### src/rtl/conv_feeder_if.sv
// Operand, memory and result-stream signals between conv_feeder and its neighbours.
// The feeder is the master; memory, engine and result sink sit on the slave side.
interface conv_feeder_if #(
  parameter int ADDR_W = 12
) ();
  logic                     mem_en;
  logic [ADDR_W-1:0]        mem_addr;
  logic signed [8:0]        mem_rdata;
  logic [188:0]             k_bus;
  logic [188:0]             x_bus;
  logic                     conv_start;
  logic                     conv_done;
  logic signed [25:0]       conv_result;
  logic                     out_valid;
  logic                     out_ready;
  logic signed [25:0]       out_data;
  logic [7:0]               out_index;

  modport master (
    output mem_en, mem_addr, k_bus, x_bus, conv_start, out_valid, out_data, out_index,
    input  mem_rdata, conv_done, conv_result, out_ready
  );

  modport slave (
    input  mem_en, mem_addr, k_bus, x_bus, conv_start, out_valid, out_data, out_index,
    output mem_rdata, conv_done, conv_result, out_ready
  );
endinterface

### src/rtl/conv_feeder.sv
// Job sequencer for the 21-tap convolution engine: loads kernel once, then per window
// loads pixels, runs the engine, and returns the result over a valid/ready stream.
module conv_feeder #(
  parameter int ADDR_W      = 12,
  parameter int NUM_WINDOWS = 8,
  parameter int STRIDE      = 21,
  parameter int KBASE       = 0,
  parameter int TIMEOUT     = 255
) (
  input  logic              clk,
  input  logic              reset,
  input  logic              job_start,
  input  logic [ADDR_W-1:0] job_base,
  output logic              busy,
  output logic              job_done,
  output logic              timeout_err,
  conv_feeder_if.master     bus
);

  localparam int TAPS   = 21;
  localparam int DATA_W = 9;
  localparam int RES_W  = 26;
  localparam int RC_W   = (TIMEOUT > 1) ? $clog2(TIMEOUT) : 1;

  localparam logic [4:0]      LAST_IDX = 5'(TAPS);
  localparam logic [7:0]      LAST_WIN = 8'(NUM_WINDOWS - 1);
  localparam logic [RC_W-1:0] TO_LAST  = RC_W'(TIMEOUT - 1);

  typedef enum logic [2:0] {
    S_IDLE,
    S_LOAD_K,
    S_LOAD_X,
    S_RUN,
    S_GAP,
    S_OUT,
    S_FIN
  } state_e;

  state_e                          state_q, state_d;
  logic [4:0]                      idx_q, idx_d;
  logic [7:0]                      win_q, win_d;
  logic [ADDR_W-1:0]               base_q, base_d;
  logic [ADDR_W-1:0]               woff_q, woff_d;
  logic [RC_W-1:0]                 run_q, run_d;
  logic [TAPS-1:0][DATA_W-1:0]     k_q, k_d;
  logic [TAPS-1:0][DATA_W-1:0]     x_q, x_d;
  logic signed [RES_W-1:0]         out_data_q, out_data_d;
  logic                            terr_q, terr_d;
  logic                            vld_p1_q, vld_p1_d;
  logic [4:0]                      idx_p1_q, idx_p1_d;
  logic                            rd_phase;

  // Address arithmetic is modulo 2^ADDR_W so pixel windows wrap silently.
  function automatic logic [ADDR_W-1:0] rd_addr(input logic [ADDR_W-1:0] base,
                                                input logic [ADDR_W-1:0] off,
                                                input logic [4:0]        idx);
    return base + off + ADDR_W'(idx);
  endfunction

  assign rd_phase = ((state_q == S_LOAD_K) || (state_q == S_LOAD_X)) && (idx_q != LAST_IDX);

  always_comb begin
    bus.mem_en   = rd_phase;
    bus.mem_addr = '0;
    if (rd_phase) begin
      if (state_q == S_LOAD_K) bus.mem_addr = rd_addr(ADDR_W'(KBASE), '0, idx_q);
      else                     bus.mem_addr = rd_addr(base_q, woff_q, idx_q);
    end
  end

  assign bus.k_bus      = k_q;
  assign bus.x_bus      = x_q;
  assign bus.conv_start = (state_q == S_RUN);
  assign bus.out_valid  = (state_q == S_OUT);
  assign bus.out_data   = out_data_q;
  assign bus.out_index  = win_q;
  assign busy           = (state_q != S_IDLE);
  assign job_done       = (state_q == S_FIN);
  assign timeout_err    = terr_q;

  always_comb begin
    state_d    = state_q;
    idx_d      = idx_q;
    win_d      = win_q;
    base_d     = base_q;
    woff_d     = woff_q;
    run_d      = run_q;
    k_d        = k_q;
    x_d        = x_q;
    out_data_d = out_data_q;
    terr_d     = terr_q;
    vld_p1_d   = rd_phase;
    idx_p1_d   = idx_q;

    // Read data lands one cycle after its strobe; route it by the current load phase.
    if (vld_p1_q) begin
      if (state_q == S_LOAD_K)      k_d[idx_p1_q] = bus.mem_rdata;
      else if (state_q == S_LOAD_X) x_d[idx_p1_q] = bus.mem_rdata;
    end

    case (state_q)
      S_IDLE: begin
        if (job_start) begin
          state_d = S_LOAD_K;
          base_d  = job_base;
          win_d   = '0;
          woff_d  = '0;
          idx_d   = '0;
          terr_d  = 1'b0;
        end
      end
      S_LOAD_K: begin
        idx_d = idx_q + 5'd1;
        if (idx_q == LAST_IDX) begin
          idx_d   = '0;
          state_d = S_LOAD_X;
        end
      end
      S_LOAD_X: begin
        idx_d = idx_q + 5'd1;
        if (idx_q == LAST_IDX) begin
          idx_d   = '0;
          run_d   = '0;
          state_d = S_RUN;
        end
      end
      S_RUN: begin
        // A completion on the final allowed cycle wins over the timeout.
        if (bus.conv_done) begin
          out_data_d = bus.conv_result;
          state_d    = S_GAP;
        end else if (run_q == TO_LAST) begin
          out_data_d = '0;
          terr_d     = 1'b1;
          state_d    = S_GAP;
        end else begin
          run_d = run_q + 1'b1;
        end
      end
      S_GAP: begin
        state_d = S_OUT;
      end
      S_OUT: begin
        if (bus.out_ready) begin
          win_d  = win_q + 8'd1;
          woff_d = woff_q + ADDR_W'(STRIDE);
          idx_d  = '0;
          state_d = (win_q == LAST_WIN) ? S_FIN : S_LOAD_X;
        end
      end
      S_FIN: begin
        state_d = S_IDLE;
      end
      default: begin
        state_d = S_IDLE;
      end
    endcase
  end

  always_ff @(posedge clk) begin
    if (reset) begin
      state_q    <= S_IDLE;
      idx_q      <= '0;
      win_q      <= '0;
      base_q     <= '0;
      woff_q     <= '0;
      run_q      <= '0;
      k_q        <= '0;
      x_q        <= '0;
      out_data_q <= '0;
      terr_q     <= 1'b0;
      vld_p1_q   <= 1'b0;
      idx_p1_q   <= '0;
    end else begin
      state_q    <= state_d;
      idx_q      <= idx_d;
      win_q      <= win_d;
      base_q     <= base_d;
      woff_q     <= woff_d;
      run_q      <= run_d;
      k_q        <= k_d;
      x_q        <= x_d;
      out_data_q <= out_data_d;
      terr_q     <= terr_d;
      vld_p1_q   <= vld_p1_d;
      idx_p1_q   <= idx_p1_d;
    end
  end

endmodule

### src/flat_wrapper.sv
// flat-port wrapper written by rule: the top's interface ports become plain ports
module conv_feeder_flat 
#(
  parameter int ADDR_W      = 12,
  parameter int NUM_WINDOWS = 8,
  parameter int STRIDE      = 21,
  parameter int KBASE       = 0,
  parameter int TIMEOUT     = 255
)
  (clk, reset, job_start, job_base, busy, job_done, timeout_err, bus_mem_en, bus_mem_addr, bus_k_bus, bus_x_bus, bus_conv_start, bus_out_valid, bus_out_data, bus_out_index, bus_mem_rdata, bus_conv_done, bus_conv_result, bus_out_ready);
  conv_feeder_if #(.ADDR_W(ADDR_W)) bus_i ();
  input  logic clk;
  input  logic reset;
  input  logic job_start;
  input  logic [ADDR_W-1:0] job_base;
  output logic busy;
  output logic job_done;
  output logic timeout_err;
  output wire logic [$bits(bus_i.mem_en)-1:0] bus_mem_en;
  output wire logic [$bits(bus_i.mem_addr)-1:0] bus_mem_addr;
  output wire logic [$bits(bus_i.k_bus)-1:0] bus_k_bus;
  output wire logic [$bits(bus_i.x_bus)-1:0] bus_x_bus;
  output wire logic [$bits(bus_i.conv_start)-1:0] bus_conv_start;
  output wire logic [$bits(bus_i.out_valid)-1:0] bus_out_valid;
  output wire logic [$bits(bus_i.out_data)-1:0] bus_out_data;
  output wire logic [$bits(bus_i.out_index)-1:0] bus_out_index;
  input wire logic [$bits(bus_i.mem_rdata)-1:0] bus_mem_rdata;
  input wire logic [$bits(bus_i.conv_done)-1:0] bus_conv_done;
  input wire logic [$bits(bus_i.conv_result)-1:0] bus_conv_result;
  input wire logic [$bits(bus_i.out_ready)-1:0] bus_out_ready;
  assign bus_mem_en = bus_i.mem_en;
  assign bus_mem_addr = bus_i.mem_addr;
  assign bus_k_bus = bus_i.k_bus;
  assign bus_x_bus = bus_i.x_bus;
  assign bus_conv_start = bus_i.conv_start;
  assign bus_out_valid = bus_i.out_valid;
  assign bus_out_data = bus_i.out_data;
  assign bus_out_index = bus_i.out_index;
  assign bus_i.mem_rdata = bus_mem_rdata;
  assign bus_i.conv_done = bus_conv_done;
  assign bus_i.conv_result = bus_conv_result;
  assign bus_i.out_ready = bus_out_ready;
  conv_feeder #(.ADDR_W(ADDR_W), .NUM_WINDOWS(NUM_WINDOWS), .STRIDE(STRIDE), .KBASE(KBASE), .TIMEOUT(TIMEOUT)) u_core (.clk(clk), .reset(reset), .job_start(job_start), .job_base(job_base), .busy(busy), .job_done(job_done), .timeout_err(timeout_err), .bus(bus_i));
endmodule
### config.mk
export PLATFORM = sky130hd
export DESIGN_NAME = conv_feeder_flat
export DESIGN_NICKNAME = d
export VERILOG_FILES = /design/src/rtl/conv_feeder_if.sv /design/src/rtl/conv_feeder.sv /design/src/flat_wrapper.sv
export SDC_FILE = /design/constraint.sdc
export NUM_CORES = 1
export LEC_CHECK = 0
export BUFFER_PORTS_ARGS = -buffer_cell sky130_fd_sc_hd__buf_2
export CAP_MARGIN = 25
export CORE_MARGIN = 4
export CORE_UTILIZATION = 40
export CTS_CLUSTER_SIZE = 40
export DETAILED_ROUTE_END_ITERATION = 7
export PLACE_DENSITY = 0.66
export SLEW_MARGIN = 15
export SYNTH_ARGS = -nofsm -noshare
export SYNTH_HDL_FRONTEND = slang
export SYNTH_SLANG_ARGS = --single-unit
### constraint.sdc
create_clock -name clk -period 2.7 [get_ports clk]
set_input_delay 0 -clock clk [delete_from_list [all_inputs] [get_ports clk]]
set_output_delay 0 -clock clk [all_outputs]
set_load 0.005 [all_outputs]
# Word level (Yosys, flattened, before mapping)
# Cells that the tools add are included.
# totals
regBits,459
inputBits,52
output_inout_bits,430
wordCells,133
# classes
addsub,6
n_lt_le_gt_ge,2
n_eq_ne,18
n_mux,34
bitwise,1
n_reduce_logical,20
# ops
op,count
189-bit bitwise mux,2
26-bit 2-to-1 mux,2
12-bit 2-to-1 mux,4
9-bit demux with 5-bit select,1
8-bit 2-to-1 mux,5
8-bit one-hot mux with 2 select lines,2
12-bit one-hot mux with 2 select lines,1
3-bit 2-to-1 mux,7
3-bit one-hot mux with 6 select lines,1
8-bit by 1-bit adder with 8-bit output (second input constant),2
5-bit 2-to-1 mux,3
5-bit one-hot mux with 3 select lines,1
12-bit adder,1
12-bit by 5-bit adder with 12-bit output,1
12-bit by 5-bit adder with 12-bit output (second input constant),1
2-bit != test (second input constant),5
3-bit equality test (second input constant),3
9-bit 2-to-1 mux,1
3-bit AND reduction,3
8-bit by 3-bit equality test with 1-bit output (second input constant),1
8-bit equality test (second input constant),1
4-bit AND reduction,2
2-bit nonzero test,4
3-bit by 2-bit equality test with 1-bit output (second input constant),2
other kinds (18),25

# Depth between registers and ports, before layout
# logic_depth
word_depth,5
depth_mapped,10
mapped_depth_nobuf,10

# Least setup slack after synthesis
# No wires, ideal clock.
# synth_path
path_kind,register -> output
from,"reg u_core.idx_q[1], in the netlist u_core.idx_p1_d[1]"
to,out bus_mem_addr[11]
arrival_time_ps,2326
t_required_ps,2700
path_slack_ps,374
stages_incl_launch_ff,9
path_buffers,0
cell_sequence,dfxtp_1 > fa_1 > ha_1 > fa_1 > a21oi_1 > o211ai_1 > a311oi_1 > xnor2_1 > nor2_1
# synth_between
elab_chain_cells,3
word_cells_on_any_way,5
# synth_lines
item,line,rtl
from (decl),conv_feeder.sv:40,"logic [4:0] idx_q, idx_d;"
from (signal assigned),conv_feeder.sv:176,idx_q <= idx_d;
12-bit by 5-bit adder with 12-bit output / 5-bit != test (equally long branches),"conv_feeder.sv:57, conv_feeder.sv:60",
12-bit 2-to-1 mux / 1-bit logical AND (equally long branches),"conv_feeder.sv:66, conv_feeder.sv:60",
12-bit 2-to-1 mux *,conv_feeder.sv:65,if (rd_phase) begin
to (decl),flat_wrapper.sv:20,output wire logic [$bits(bus_i.mem_addr)-1:0] bus_mem_addr;
# Every way passes the cells marked *; elsewhere a longest branch is shown, timed or not.

# Worst setup path after layout
# layout_path
from,reg u_core.base_q[1]
to,out bus_mem_addr[11]
# layout_between
elab_chain_cells,4
# layout_lines
item,line,rtl
from (decl),conv_feeder.sv:42,"logic [ADDR_W-1:0] base_q, base_d;"
from (signal assigned),conv_feeder.sv:178,base_q <= base_d;
12-bit adder,conv_feeder.sv:57,return base + off + ADDR_W'(idx);
12-bit by 5-bit adder with 12-bit output,conv_feeder.sv:57,
12-bit 2-to-1 mux,conv_feeder.sv:66,"if (state_q == S_LOAD_K) bus.mem_addr = rd_addr(ADDR_W'(KBASE), '0, idx_q);"
12-bit 2-to-1 mux,conv_feeder.sv:65,
# Every way passes these cells.

==> summary.md <==
| Metric | Value |
|---|---|
| Yosys top cell area share | `51.6%` |
| Least-Margin Pin Slew | `892 ps` |
| Largest net degree at the start of global routing | `111` |
| Count of final setup violators | `8` |
| Number of flops mapped to enable cells by yosys | `0` |
| Final period util | `110%` |
| RSZ-0062 raised after global routing | `true` |
| Antenna violations before repair | `0` |
| Vias | `16,100` |
| Int Pwr | `0.0115 W` |
| Status | `finished with violations` |
| DRT Pass-1 Iters | `5` |
| WS Path Type | `flip-flop to primary output` |
| Achievable Freq | `336 MHz` |
| Relative slew slack | `40.5%` |
| Min Clock Period, post-route | `2980 ps` |
| Synth area leader | `dfxtp_1` |
| Syn_area_per_cell | `8.88 sq um` |
| I/O pins | `482` |
| Post-layout nets | `2,564` |
| IO buf count | `481` |
| Syn_nets | `2,087` |
| CP max stage delay | `520 ps` |
| Ranking of synthesized cells by area | `dfxtp_1 (52%), mux2i_1 (11%), a21oi_1 (6.3%), nand3_1 (5.9%), nor2_1 (5.8%)` |
| Vias per Instance | `5.18` |
| Peak supply drop | `544 uV` |
| Crit-path slowest cell | `fa_1` |
| Startpoint Class | `flip-flop` |
| Worst hold path class | `input port to flip-flop` |
| Register area | `9200 sq um` |
| Total power | `0.0153 W` |
| Clk sinks | `459` |
| Initial DRC Count | `1,269` |
| Sequential share of the synthesized area | `51.6%` |
| Hold depth | `3` |
| FF+latch count, synth | `459` |
| CTS max path bufs | `3` |
| Logic pwr share | `10.9%` |
| Switching Fraction | `25.3%` |
| Cells along the critical path | `fa_1 > ha_4 > fa_2 > a21oi_2 > o211ai_1 > a311oi_2 > xnor2_1 > nor2_1 > buf_2` |
| CTS buffer count | `48` |
| Setup TNS | `-1090 ps` |
| CP bufs+invs | `1` |
| Filler cells | `4,075` |
| Post-detail-place hpwl | `38,600 um` |
| Met2 routed WL | `27,300 um` |
| Arrival time worst endpoint | `2980 ps` |
| R2R cell count | `10` |
| GRT Overall Usage | `23.3%` |
| CTS tree | `done` |
| Clk root buf | `clkbuf_16` |
| Crit Path Max Fanout | `2` |
| Setup WS post-layout | `-277 ps` |
| Initial Utilization | `40.4%` |
| Wire length of the first global-routing pass | `88,600 um` |
| WL met1 | `24,400 um` |
| Wire per inst | `18.8 um` |
| Delay-heaviest family, CP | `adder cells` |
| Core area | `44,100 sq um` |
| Global route total overflow | `0` |
| Switching power total | `0.00389 W` |
| Antenna cell count | `0` |
| Slew Viols, Final | `0` |
| CP endpoint kind | `primary output` |
| Area of the multi-input gates | `8100 sq um` |
| Clock power share | `43.4%` |
| Die area | `48,000 sq um` |
| Critical Path RT | `2700 ps` |
| Die width | `219 um` |
| DR top layer | `met4` |
| Setup slack, reg-to-reg | `10 ps` |
| Vias in the first global route | `15,600` |
| Ys flop type | `dfxtp_1` |
| H-tree Lvls | `2` |
| Row count | `77` |
| Routability cong. | `0.864` |
| Area delta synth->final | `30.1%` |
| WP depth | `9` |
| WL met3 | `4800 um` |
| Share of layout cells above drive strength 1 | `26.8%` |
| Leak pwr | `9.62 nW` |
| Post-Synthesis Cells | `2,007` |
| Routed wire length | `58,700 um` |
| Synth Warn # | `0` |
| Max Cap Viol | `0` |
| DRT antenna net count | `0` |
| Height of the die | `219 um` |
| Pwr dens | `662 nW/um^2` |
| Post-synth ARST share | `0%` |
| Worst-path clk slew | `60 ps` |
| Post-Synthesis Cell Area | `17,800 sq um` |
| DRC viols | `0` |
| Clock Latency Late Sink | `570 ps` |
| Synth unique cells | `61` |
| Final hold vios | `0` |
| Reg power frac | `45.7%` |
| WHS | `92.0 ps` |
| Failing checks | `negative setup slack` |
| Setup Skew | `18.7 ps` |
-- per-stage QoR --
stage          std cells  setup WS (ps)  utilization [%]  instance area [sq um]
2_1_floorplan       2007            374                -                  17800
3_3_place_gp        2961          -31.7             47.2                  20800
3_5_place_dp        2961          -17.4             47.2                  20800
4_1_cts             3110           -270             52.4                  23100
5_1_grt             3113           -399             52.5                  23200
6_report            3113           -277             52.5                  23200
-- sequential cells by signal (all words and copies together), names as in the netlist, 5 cells and up --
signal	count
u_core.idx_p1_d	5
u_core.bus.k_bus	189
u_core.woff_q	12
u_core.base_q	12
u_core.bus.x_bus	189
u_core.idx_p1_q	5
u_core.bus.out_index	8
u_core.run_q	8
u_core.bus.out_data	26
-- layer usage --
layer | GRT usage [%] | up-vias
met3 | 6.11 | 120
met4 | 8.85 | 0
met1 | 29.4 | 7654
met2 | 38.2 | 598
met5 | 0 | -
li1 | - | 7748
-- cells in the final DEF (no fill, tap or decap), types with 5 or more instances in the layout --
cell type,count
buf_2,480
dfxtp_1,451
nor2_1,272
nand2_1,255
a21oi_1,221
nand3_1,210
mux2i_1,191
dlygate4sd3_1,59
clkbuf_16,49
buf_4,48
a22oi_1,29
nor2_4,21
xnor2_1,19
ha_1,19
inv_1,13
clkbuf_8,13
clkbuf_1,12
xor2_1,9
nor3_1,8
o21ai_0,6
clkinv_2,6
buf_12,6
dfxtp_2,6
nor2b_1,5
a21o_1,5
-- worst register-to-register path, stage by stage (launching register included) --
cell and delay, ps:
dfxtp_1 320, buf_4 160, inv_1 90, ha_1 140
and4b_1 260, nor2_1 80, o21ai_2 200, inv_2 180
o41ai_1 400, a21oi_1 120, dlygate4sd3_1 590
-- synthesized netlist by cell type (all sizes together), types with 3 or more instances --
| library cell | instances |
|---|---|
| dfxtp | 459 |
| nor2 | 296 |
| nand2 | 255 |
| a21oi | 223 |
| nand3 | 210 |
| mux2i | 191 |
| clkbuf | 153 |
| a22oi | 29 |
| ha | 22 |
| xnor2 | 20 |
| buf | 14 |
| inv | 14 |
| nor3 | 13 |
| o21ai | 10 |
| xor2 | 9 |
| fa | 6 |
| a21o | 5 |
| nor2b | 5 |
| a211oi | 4 |
| and2 | 4 |
| and3 | 4 |
| nand2b | 4 |
| nor4 | 4 |
| or3 | 4 |
| a311oi | 3 |
| a41oi | 3 |
| nor3b | 3 |
| nor4b | 3 |
| o21a | 3 |
| or2 | 3 |
| or3b | 3 |
-- layout make-up --
cell class	instances	area share, %
flip-flops and latches	459	39.7
multi-input cells	1367	34.9
repair buffers	594	15.0
clock buffers	74	6.26
well taps	592	3.19
clock inverters	13	0.658
inverters	14	0.227
-- final timing paths --
| path | from | to |
|---|---|---|
| worst max register to register | u_core.idx_p1_d[1] | u_core.state_q[2] |
| worst min-delay path | bus_mem_rdata[0] | u_core.bus.x_bus[180] |
| worst min register to register | u_core.bus.x_bus[19] | u_core.bus.x_bus[19] |
| worst max-delay path | u_core.base_q[1] | bus_mem_addr[11] |
-- power by group through the flow --
stage	Sequential (W)	Combinational (W)	Clock, W
floorplan	0.00711	0.000966	0
global placement	0.00714	0.00146	0
detailed placement	0.00715	0.00149	0
CTS	0.00701	0.00162	0.00679
global route	0.00702	0.00183	0.00711
finish	0.00701	0.00168	0.00665
-- logic make-up (layout without fill, tap and decap cells) --
kind of cell / after synthesis / in the layout / share of synthesized area, %
DFF: 459 / 459 / 51.6
buffers and inverters: 181 / 695 / 3.91
adders and majority gates: 28 / 28 / 2.22
and+or+nand+nor: 823 / 823 / 20.8
xor gates and xnor gates: 29 / 29 / 1.43
muxes: 191 / 191 / 10.7
AOI/OAI and AO/OA: 296 / 296 / 9.33
-- repair_timing --
item	CTS	global route
hold buffers	59	0
resized for setup	24	10
pin swaps	13	5
setup endpoints to repair	10	10
endpoints found under the hold margin	129	0
buffers inserted	4	4
Power figures use the tool's default switching activity.
